==> src/rtl/axis_tlp_fifo.sv <==
// First-word-fall-through AXI4-Stream buffer for 64-bit PCIe TLP beats feeding the AXI-to-OCP bridge.
// Also flags mid-packet starvation (axis_underflow) and rejected pushes while full (axis_overflow).
module axis_tlp_fifo #(
    parameter int unsigned DEPTH = 16,
    parameter int unsigned AW    = 4
) (
    input  logic          clk,
    input  logic          reset,
    input  logic          s_axis_tvalid,
    output logic          s_axis_tready,
    input  logic [63:0]   s_axis_tdata,
    input  logic [7:0]    s_axis_tkeep,
    input  logic          s_axis_tlast,
    output logic          m_axis_tvalid,
    input  logic          m_axis_tready,
    output logic [63:0]   m_axis_tdata,
    output logic [7:0]    m_axis_tkeep,
    output logic          m_axis_tlast,
    output logic          axis_underflow,
    output logic          axis_overflow,
    output logic [AW:0]   fifo_level
);

    localparam int unsigned DW = 73;

    logic [DW-1:0] mem [DEPTH];
    logic [AW-1:0] wr_ptr;
    logic [AW-1:0] rd_ptr;
    logic [AW:0]   count;
    logic          in_pkt;
    logic          full;
    logic          empty;
    logic          push;
    logic          pop;
    logic [DW-1:0] head;

    assign full  = (count == (AW+1)'(DEPTH));
    assign empty = (count == '0);

    // Ready depends only on occupancy, so a full FIFO never passes a beat through.
    assign s_axis_tready = ~reset & ~full;
    assign m_axis_tvalid = ~empty;

    assign push = s_axis_tvalid & s_axis_tready;
    assign pop  = m_axis_tvalid & m_axis_tready;

    assign head = mem[rd_ptr];
    assign {m_axis_tlast, m_axis_tkeep, m_axis_tdata} = head;
    assign fifo_level = count;

    // Payload storage is intentionally not reset.
    always_ff @(posedge clk) begin
        if (push) begin
            mem[wr_ptr] <= {s_axis_tlast, s_axis_tkeep, s_axis_tdata};
        end
    end

    always_ff @(posedge clk or posedge reset) begin
        if (reset) begin
            wr_ptr         <= '0;
            rd_ptr         <= '0;
            count          <= '0;
            in_pkt         <= 1'b0;
            axis_underflow <= 1'b0;
            axis_overflow  <= 1'b0;
        end else begin
            if (push) begin
                wr_ptr <= wr_ptr + 1'b1;
            end
            if (pop) begin
                rd_ptr <= rd_ptr + 1'b1;
                in_pkt <= ~m_axis_tlast;
            end
            case ({push, pop})
                2'b10:   count <= count + 1'b1;
                2'b01:   count <= count - 1'b1;
                default: count <= count;
            endcase
            // Starvation only matters while the bridge is partway through a TLP.
            axis_underflow <= m_axis_tready & empty & in_pkt;
            axis_overflow  <= s_axis_tvalid & full;
        end
    end

endmodule
==> config.mk <==
export PLATFORM = sky130hd
export DESIGN_NAME = axis_tlp_fifo
export DESIGN_NICKNAME = d
export VERILOG_FILES = /design/src/rtl/axis_tlp_fifo.sv
export SDC_FILE = /design/constraint.sdc
export NUM_CORES = 1
export LEC_CHECK = 0
export CORE_MARGIN = 2
export CORE_UTILIZATION = 65
export DETAILED_ROUTE_END_ITERATION = 7
export GPL_TIMING_DRIVEN = 0
export PLACE_DENSITY = 0.84
export RECOVER_POWER = 50
export SYNTH_ARGS = -nofsm -noshare
export SYNTH_HDL_FRONTEND = slang
export SYNTH_SLANG_ARGS = --single-unit
==> constraint.sdc <==
create_clock -name clk -period 24.4 [get_ports clk]
set_input_delay 7.32 -clock clk [delete_from_list [all_inputs] [get_ports clk]]
set_output_delay 7.32 -clock clk [all_outputs]
set_load 0.01 [all_outputs]
==> results of run 1 <==
==> sequential cells by signal, indices dropped and copies added, names as in the netlist <==
register        cells
wr_ptr              4
in_pkt              1
axis_underflow      1
mem              1168
axis_overflow       1
fifo_level          5
rd_ptr              4
==> cell type report <==
class	instances	share of cell area, %
Clock buffer	139	5.54
Tap cell	931	2.23
Multi-Input combinational cell	448	17.2
Clock inverter	62	1.07
Sequential cell	1184	68.0
Antenna cell	13	0.0624
Buffer	89	1.12
Timing Repair Buffer	228	4.62
Inverter	13	0.0935
==> how the worst max path moves through the flow <==
stage                              from  slack [ns]             to
after floorplan           s_axis_tvalid        8.85      mem[0][0]
after global placement    s_axis_tvalid        0.81     mem[0][37]
after detailed placement          reset        8.62  s_axis_tready
after CTS                         reset        8.53  s_axis_tready
after global routing              reset        8.40  s_axis_tready
final                             reset        8.42  s_axis_tready
==> power groups by stage <==
| stage | sequential [W] | combinational (W) | clock [W] |
|---|---|---|---|
| floorplan | 0.00243 | 0.00112 | 0 |
| global placement | 0.00244 | 0.00176 | 0 |
| detailed placement | 0.00242 | 0.00185 | 0 |
| CTS | 0.00239 | 0.00191 | 0.00170 |
| global route | 0.00239 | 0.00197 | 0.00177 |
| finish | 0.00239 | 0.00190 | 0.00170 |
==> placed cells by master, fill, tap and decap left out, types with 4 or more instances in the layout <==
| cell | count |
|---|---|
| a21oi_1 | 4 |
| and2_4 | 7 |
| buf_1 | 10 |
| buf_12 | 14 |
| buf_16 | 7 |
| buf_2 | 21 |
| buf_4 | 53 |
| buf_6 | 25 |
| bufinv_16 | 8 |
| clkbuf_1 | 54 |
| clkbuf_16 | 110 |
| clkdlybuf4s50_1 | 75 |
| clkinv_1 | 20 |
| clkinv_2 | 21 |
| clkinvlp_4 | 5 |
| dfrtp_1 | 16 |
| diode_2 | 13 |
| dlygate4sd3_1 | 83 |
| edfxtp_1 | 1168 |
| ha_1 | 9 |
| inv_1 | 13 |
| inv_6 | 4 |
| mux4_1 | 42 |
| mux4_2 | 321 |
| nand2_1 | 10 |
| nor2_4 | 4 |
| o21ai_0 | 6 |
| xnor2_1 | 8 |
==> worst max-delay path, stage by stage <==
cell,delay (ns)
dlygate4sd3_1,0.59
a21oi_1,0.18
clkdlybuf4s50_1,0.57
==> metrics by stage <==
stage	hold slack (ns)	setup WS (ns)	utilization (%)	instances	power (W)
floorplan	0.450	8.85	-	1734	0.00354
global placement	0.471	0.807	69.7	2823	0.00420
detailed placement	0.483	8.62	71.0	2893	0.00427
CTS	0.523	8.53	76.0	3094	0.00600
global route	0.568	8.40	76.0	3101	0.00613
finish	0.530	8.42	76.1	3107	0.00599
==> metal layers <==
metal  vias up  track usage (%)
li1       8307                -
met5         -                0
met3       294             6.32
met4        12             13.8
met2      1815             56.1
met1     11600             45.9
==> cells by family (layout without fill, tap and decap cells) <==
group | count (synthesis) | in the layout | synth area share (%)
compound gates | 19 | 19 | 0.272
xor+xnor | 11 | 11 | 0.214
flops | 1184 | 1184 | 78.8
fa+ha+maj | 9 | 9 | 0.250
other cells | 0 | 13 | 0
mux | 367 | 367 | 18.6
buf+inv | 102 | 531 | 1.41
simple gates | 42 | 42 | 0.503
==> key figures, run 1 <==
Outcome
  – Status: finished with violations
  – Failing checks: capacitance limit, slew limit

Setup path
  – R2R depth: 6
  – CP Data Arrival Time: 8.66 ns
  – R2R setup slack: 19.20 ns
  – Worst r2r src: fifo_level[1]
  – R2r endpoint: mem[12][39]
  – Crit path required time: 17.08 ns
  – Critical path fanouts, max: 3
  – WS Path Type: input pin to output pin
  – CP Capture Type: output pin
  – Element type at the critical path start: input pin

Power and ir drop
  – Peak VDD IR: 85.3 uV
  – Pleak: 16.6 nW
  – Comb pwr share: 31.8%
  – Switching share of power: 29.6%
  – Sw power: 0.00178 W
  – Cell-internal power: 0.00421 W
  – Pwr Density: 115 mW/mm2
  – Sequential fraction of design power: 39.9%
  – Clock Power Share: 28.3%

Placement
  – Area after DPL: 0.0487 mm2
  – Port bufs: 158
  – HPWL after DPL: 61100 um
  – Final Wtd Congestion: 0.774

Run
  – Max-cap viol count: 1

Clock tree
  – CTS H-tree depth: 3
  – Resize count post-CTS: 0
  – Worst-Skew Late Latency: 0.70 ns
  – Worst-path clk slew: 0.06 ns
  – Post-CTS Setup Repair Bufs: 0
  – Clk buf depth: 3
  – Post-CTS Hold Buffers: 0
  – TritonCTS buffer count: 110
  – Clock sinks: 1184
  – Root Driver: clkbuf_16
  – TritonCTS clock tree: yes

STA
  – RSZ-0062 raised after global routing: no
  – Final Cycle Share: 65.5%
  – Rel. slew slack: -140%
  – Final setup viols: 0
  – Worst Tran Pin Value: 3.59 ns
  – Max Clock Skew: 0.0255 ns
  – FMAX: 62.6 MHz
  – Max Slew Vio Count: 33
  – Fin crit period: 15.98 ns
  – Final hold vios: 0
  – Final TNS setup: 0 ns

Die
  – Core ar.: 0.0686 mm2
  – I/O pin total: 159
  – FP Rows: 96
  – Die Height: 267 um
  – Die area: 0.0714 mm2
  – DIE WIDTH: 267 um
  – Initial core utilization: 65.7%

Detailed routing
  – Antenna Nets Post-Route: 0
  – Average wire per standard cell: 37.6 um
  – DRT Pass-1 Iters: 6
  – M1 WL: 39700 um
  – Met2 Wirelength: 60200 um
  – 1st-iter DRT viols: 3473
  – Metal3 WL: 12400 um
  – Uppermost layer routed: met5
  – WL final: 117000 um
  – Vias per cell: 7.09
  – Via count: 22000
  – DRC viols: 0

Cells and area
  – Layout area overhead: 15.8%
  – Multi-input gate area in the final layout: 0.00900 mm2
  – Nets: 2160
  – Share of cells above drive strength 1: 28.4%
  – Register area: 0.0355 mm2
  – Fillcell total: 3153
  – Post-Layout Inst Area: 0.0522 mm2

Logic synthesis
  – Cell taking the most area after synthesis: edfxtp_1
  – Mapped Cells: 1734
  – Most common cell in the netlist: edfxtp_1
  – Synthesis Warnings: 0
  – Synthesized area per cell: 26.0 um2
  – Leading cell types by count after synthesis: edfxtp_1, mux4_2, mux4_1
  – Share of flip-flops with an asynchronous set or reset: 1.35%
  – Sequential share of the synthesized area: 78.8%
  – Flops & latches, synth: 1184
  – Netlist cell types: 40
  – Main synth FF type: edfxtp_1
  – EDFF count, synth: 1168
  – Yosys top cell area share: 77.9%
  – Largest cells by area after synthesis: edfxtp_1, mux4_2, mux4_1
  – Post-Syn Nets: 1820
  – Synthesized cell area: 0.0450 mm2

GRT
  – Global-route usage over all layers: 34.0%
  – First-pass GRT wire length: 167000 um
  – Vias in the first global route: 22800
  – Largest net degree at the start of global routing: 46
  – Grt total ovfl: 0
  – Initial antenna violation count: 17

Worst hold path
  – Hold EP: in_pkt
  – HP Class: flop to flop
  – Min-delay src: in_pkt
  – Worst Hold Path Cells: 2
Power figures use the tool's default switching activity.
==> run 2, diff against run 1 <==
CORE_UTILIZATION = 55   (was 65)
PLACE_DENSITY = 0.76   (was 0.84)
clock period = 13.14 ns   (was 24.4 ns; I/O delays follow)
==> key figures, run 2 (synthesis results as in run 1) <==
GRT
  – Largest net degree at the start of global routing: 44
  – First-pass GRT wire length: 148000 um
  – Global-route usage over all layers: 24.6%
  – Vias in the first global route: 21600
  – Grt total ovfl: 0
  – Initial antenna violation count: 21

Cells and area
  – Commonest non-fill, non-tap cells in the layout: edfxtp_1, mux4_2, clkbuf_16
  – Share of cells above drive strength 1: 28.6%
  – Commonest non-fill, non-tap cell in the layout: edfxtp_1
  – Layout area overhead: 16.6%
  – Biggest register: mem
  – Non-filler cells, final: 3236
  – Fillcell total: 4872
  – Nets: 2165
  – Max reg flops: 1168
  – Post-layout util: 65.0%

Worst hold path
  – Hold EP: in_pkt
  – Worst Hold Path Cells: 2
  – Min-delay src: in_pkt
  – HP Class: flop to flop

Power and ir drop
  – Peak VDD IR: 145 uV
  – Switching share of power: 27.9%
  – Comb pwr share: 31.0%
  – Cell-internal power: 0.00793 W
  – Sequential fraction of design power: 40.2%
  – Sw power: 0.00307 W
  – Clock Power Share: 28.8%
  – Tot Pwr: 0.0110 W
  – Pleak: 16.7 nW
  – Pwr Density: 209 mW/mm2

Setup path
  – Worst Path Buf+Inv: 2
  – R2r endpoint: mem[2][35]
  – CP Capture Type: output pin
  – R2R setup slack: 9.17 ns
  – Worst r2r src: fifo_level[2]
  – Critical path fanouts, max: 3
  – CP Data Arrival Time: 5.19 ns
  – Worst path cell trace: dlygate4sd3_1 > a21oi_1 > clkdlybuf4s50_1
  – R2R depth: 11
  – Crit path required time: 9.20 ns
  – WS Path Type: input pin to output pin
  – Element type at the critical path start: input pin
  – Worst path max stage delay: 0.57 ns
  – Slowest CP cell: dlygate4sd3_1
  – Cell family with most CP delay: buffers and inverters

Detailed routing
  – DRT Pass-1 Iters: 5
  – WL final: 102000 um
  – Vias per cell: 6.37
  – Via count: 20600
  – DRC viols: 0
  – Average wire per standard cell: 31.5 um
  – Antenna Nets Post-Route: 0
  – 1st-iter DRT viols: 2812

STA
  – Max Clock Skew: 0.0144 ns
  – Max Slew Vio Count: 0
  – FMAX: 110 MHz
  – RSZ-0062 raised after global routing: no
  – Fin crit period: 9.13 ns
  – Final setup viols: 0
  – Final hold slack: 0.516 ns
  – Final Cycle Share: 69.5%
  – Rel. slew slack: 18.2%
  – Worst Tran Pin Value: 1.23 ns
  – Final hold vios: 0
  – Final TNS setup: 0 ns

Die
  – Core ar.: 0.0808 mm2
  – FP Rows: 104
  – I/O pin total: 159
  – Die area: 0.0842 mm2
  – Die Height: 290 um
  – DIE WIDTH: 290 um
  – Initial core utilization: 55.7%

Outcome
  – Status: complete, no violations

Clock tree
  – Clk buf depth: 3
  – Post-CTS Hold Buffers: 0
  – Resize count post-CTS: 0
  – Worst-Skew Late Latency: 0.67 ns
  – Clock sinks: 1184
  – Root Driver: clkbuf_16
  – TritonCTS clock tree: yes
  – Post-CTS Setup Repair Bufs: 0
  – TritonCTS buffer count: 111
  – CTS H-tree depth: 3
  – Worst-path clk slew: 0.06 ns

Placement
  – HPWL after DPL: 59200 um
  – Port bufs: 158
  – Final Wtd Congestion: 0.747
  – Placed insts: 3026

Run
  – Max-cap viol count: 0
-- run 2: cell types whose count changed in the layout (fill, tap and decap cells not counted), sizes merged --
cell           delta
clkbuf            +8
diode             -7
inv               -4
bufinv            +3
clkdlybuf4s50     +3
dlygate4sd3       -3
buf               +1
clkinv            -1
-- run 2: metrics by stage --
stage / area, um2 / worst slack [ns]
detailed placement: 48900 / 4.11
finish: 52500 / 4.01
global placement: 48000 / -8.07
floorplan: 45000 / 0.966
global route: 52500 / 3.95
CTS: 52600 / 4.12
-- run 2: final cells by class --
type / instances / area [um2] / share of cell area [%]
inverter: 13 / 48.8 / 0.0929
buffer: 89 / 587 / 1.12
tap: 1060 / 1330 / 2.52
multi-input combinational: 448 / 8980 / 17.1
clock buffer: 144 / 3020 / 5.74
timing repair buffer: 232 / 2480 / 4.73
clock inverter: 60 / 597 / 1.14
sequential: 1184 / 35500 / 67.5
antenna: 6 / 15.0 / 0.0286
-- run 2: power by group through the flow --
stage / registers [W] / clock network [W] / logic (W)
2_1_floorplan: 0.00451 / 0 / 0.00208
3_3_place_gp: 0.00454 / 0 / 0.00333
3_5_place_dp: 0.00450 / 0 / 0.00344
4_1_cts: 0.00442 / 0.00320 / 0.00348
5_1_grt: 0.00443 / 0.00334 / 0.00358
6_report: 0.00442 / 0.00317 / 0.00342
-- run 2: layer usage --
metal	part of all wire [%]	GRT usage, %
met1	38	33.3
met2	52	42.0
met3	8.2	4.41
met4	2.2	6.22
met5	0.077	0
-- run 2: tightest hold or removal path, cell delays in order (launching register included) --
cell,delay [ns]
dfrtp_1,0.36
nand2_1,0.05
o21ai_0,0.06
-- run 2: how the worst max path moves through the flow --
stage,start,endpoint,slack [ns],cells after the start
2_1_floorplan,s_axis_tvalid,mem[0][0],0.97,4
3_3_place_gp,s_axis_tvalid,mem[1][37],-8.07,5
3_5_place_dp,reset,s_axis_tready,4.11,3
4_1_cts,reset,s_axis_tready,4.12,3
5_1_grt,reset,s_axis_tready,3.95,3
6_report,reset,s_axis_tready,4.01,3
==> run 3, diff against run 2 <==
clock period = 8.3 ns   (was 13.14 ns; I/O delays follow)
==> results of run 3 <==
Same layout as run 2 (identical final DEF). Status: complete, no violations.
Main changes from that run: setup slack after placement 4.11 ns -> 2.18 ns; setup slack after layout 4.01 ns -> 1.56 ns; start point of the critical path reset -> rd_ptr[1]; end point of the critical path s_axis_tready -> m_axis_tkeep[4]; register-to-register setup slack 9.17 ns -> 4.33 ns; total power 0.0110 W -> 0.0174 W; worst IR drop on VDD 145 uV -> 229 uV
==> patch (settings of run 3) <==
`AW`: 4 -> 3.
--- a/src/rtl/axis_tlp_fifo.sv
+++ b/src/rtl/axis_tlp_fifo.sv
@@ -2,7 +2,7 @@
 // Also flags mid-packet starvation (axis_underflow) and rejected pushes while full (axis_overflow).
 module axis_tlp_fifo #(
     parameter int unsigned DEPTH = 16,
-    parameter int unsigned AW    = 4
+    parameter int unsigned AW    = 3
 ) (
     input  logic          clk,
     input  logic          reset,
Interface: changed (resized fifo_level); port bits go from 159 to 158. The function was not compared with the original's and may differ.
==> patch against run 3 <==
The run now ends with capacitance limit, slew limit left. Sequential share of layout area fell by 2.0 points. Power decreased by 67%. Non-clock buffer count shrank 93. Routed wire length is 56% lower. Sequential cell count shrank 587. First-iteration DRC count fell by 74%. Critical endpoint is now mem[5][39]$_DFFE_PP_. Final area is 48% lower. Critical path type is now in2reg. Utilization increased by 1.9 points. Area after synthesis is 50% lower. Worst setup slack gained 0.40 ns.
==> patch: results (changes against run 3) <==
metric	value	unit	change
H-tree depth	2		was 3
number of flops mapped to enable cells by yosys	584		was 1168
Layout Nets	1240		was 2165
crit-path max FO	25		was 10
met2 usage	35.2	%	was 42.0%
failing checks	capacitance limit, slew limit		
Total Routing Usage GR	21.6	%	was 24.6%
Max Slew Vio Count	21		was 0
Worst Hold Path EP	fifo_level[3]$_DFFE_PP0P_		was in_pkt$_DFFE_PP0P_
First DRT Iteration DRCs	734		was 2812
DR vias	10200		was 20600
Synth top cells by count	edfxtp_1, mux4_2, mux2_2		was edfxtp_1, mux4_2, mux4_1
Max Cap Viol	1		was 0
met1 GRT Util	30.4	%	was 33.3%
Synth-to-Final Area Change	20.6	%	was 16.6%
final non-filler cell total	1740		was 3236
WL final	44.8	mm	was 102 mm
CP max stage delay	1.27	ns	was 0.74 ns
Hold Path Cell Cnt	1		was 2
WHS	0.491	ns	was 0.516 ns
Worst Path Arrival	6.62	ns	was 4.25 ns
Area contributors post-synth	edfxtp_1, mux4_2, mux2_2, dfrtp_1, buf_6		was edfxtp_1, mux4_2, mux4_1, dfrtp_1, buf_6
status	complete, but fails checks		was finished clean
seq pwr	3310	uW	was 7000 uW
post-synthesis sequential area ratio	79.0	%	was 78.8%
vias in the first global route	10500		was 21600
placed cell count	1631		was 3026
Worst Tran Pin Value	1.67	ns	was 1.23 ns
layout cells sized above 1	28.4	%	was 28.6%
largest net degree at the start of global routing	26		was 44
Hold Startpoint	fifo_level[3]$_DFFE_PP0P_		was in_pkt$_DFFE_PP0P_
VDD IR max	0.169	mV	was 0.229 mV
worst flop-to-flop path endpoint	mem[5][39]$_DFFE_PP_		was mem[2][35]$_DFFE_PP_
Worst Setup End Kind	flop		was output port
Worst Skew	0.0132	ns	was 0.0144 ns
Switching Power	1080	uW	was 4860 uW
Register-to-Register Path Depth	8		was 11
Mapped Cells	914		was 1734
synth unique cells	27		was 40
## patch: cells by family (layout without fill, tap and decap cells)
kind of cell    count (synthesis)  in the layout  share of synthesized area [%]
fa+ha+maj                       5              5                          0.277
flops                         597            597                           79.0
xor+xnor                        9              9                          0.349
mux                           224            224                           18.4
buf+inv                        47            336                           1.25
compound gates                  5              5                          0.133
simple gates                   27             27                          0.603
other cells                     0              5                              0
## patch: final cells by class
| type | instances | share of cell area [%] |
|---|---|---|
| Inverter | 4 | 0.0551 |
| Clock inverter | 32 | 0.712 |
| Antenna cell | 5 | 0.0459 |
| Tap cell | 532 | 2.44 |
| Clock buffer | 72 | 5.60 |
| Timing Repair Buffer | 185 | 8.10 |
| Buffer | 43 | 0.973 |
| Multi-Input combinational cell | 270 | 16.5 |
| Sequential cell | 597 | 65.5 |
## patch: critical path: cells and delay by family
| family | cells | cell delay (ns) |
|---|---|---|
| buf+inv | 5 | 2.83 |
| simple gates | 3 | 1.26 |
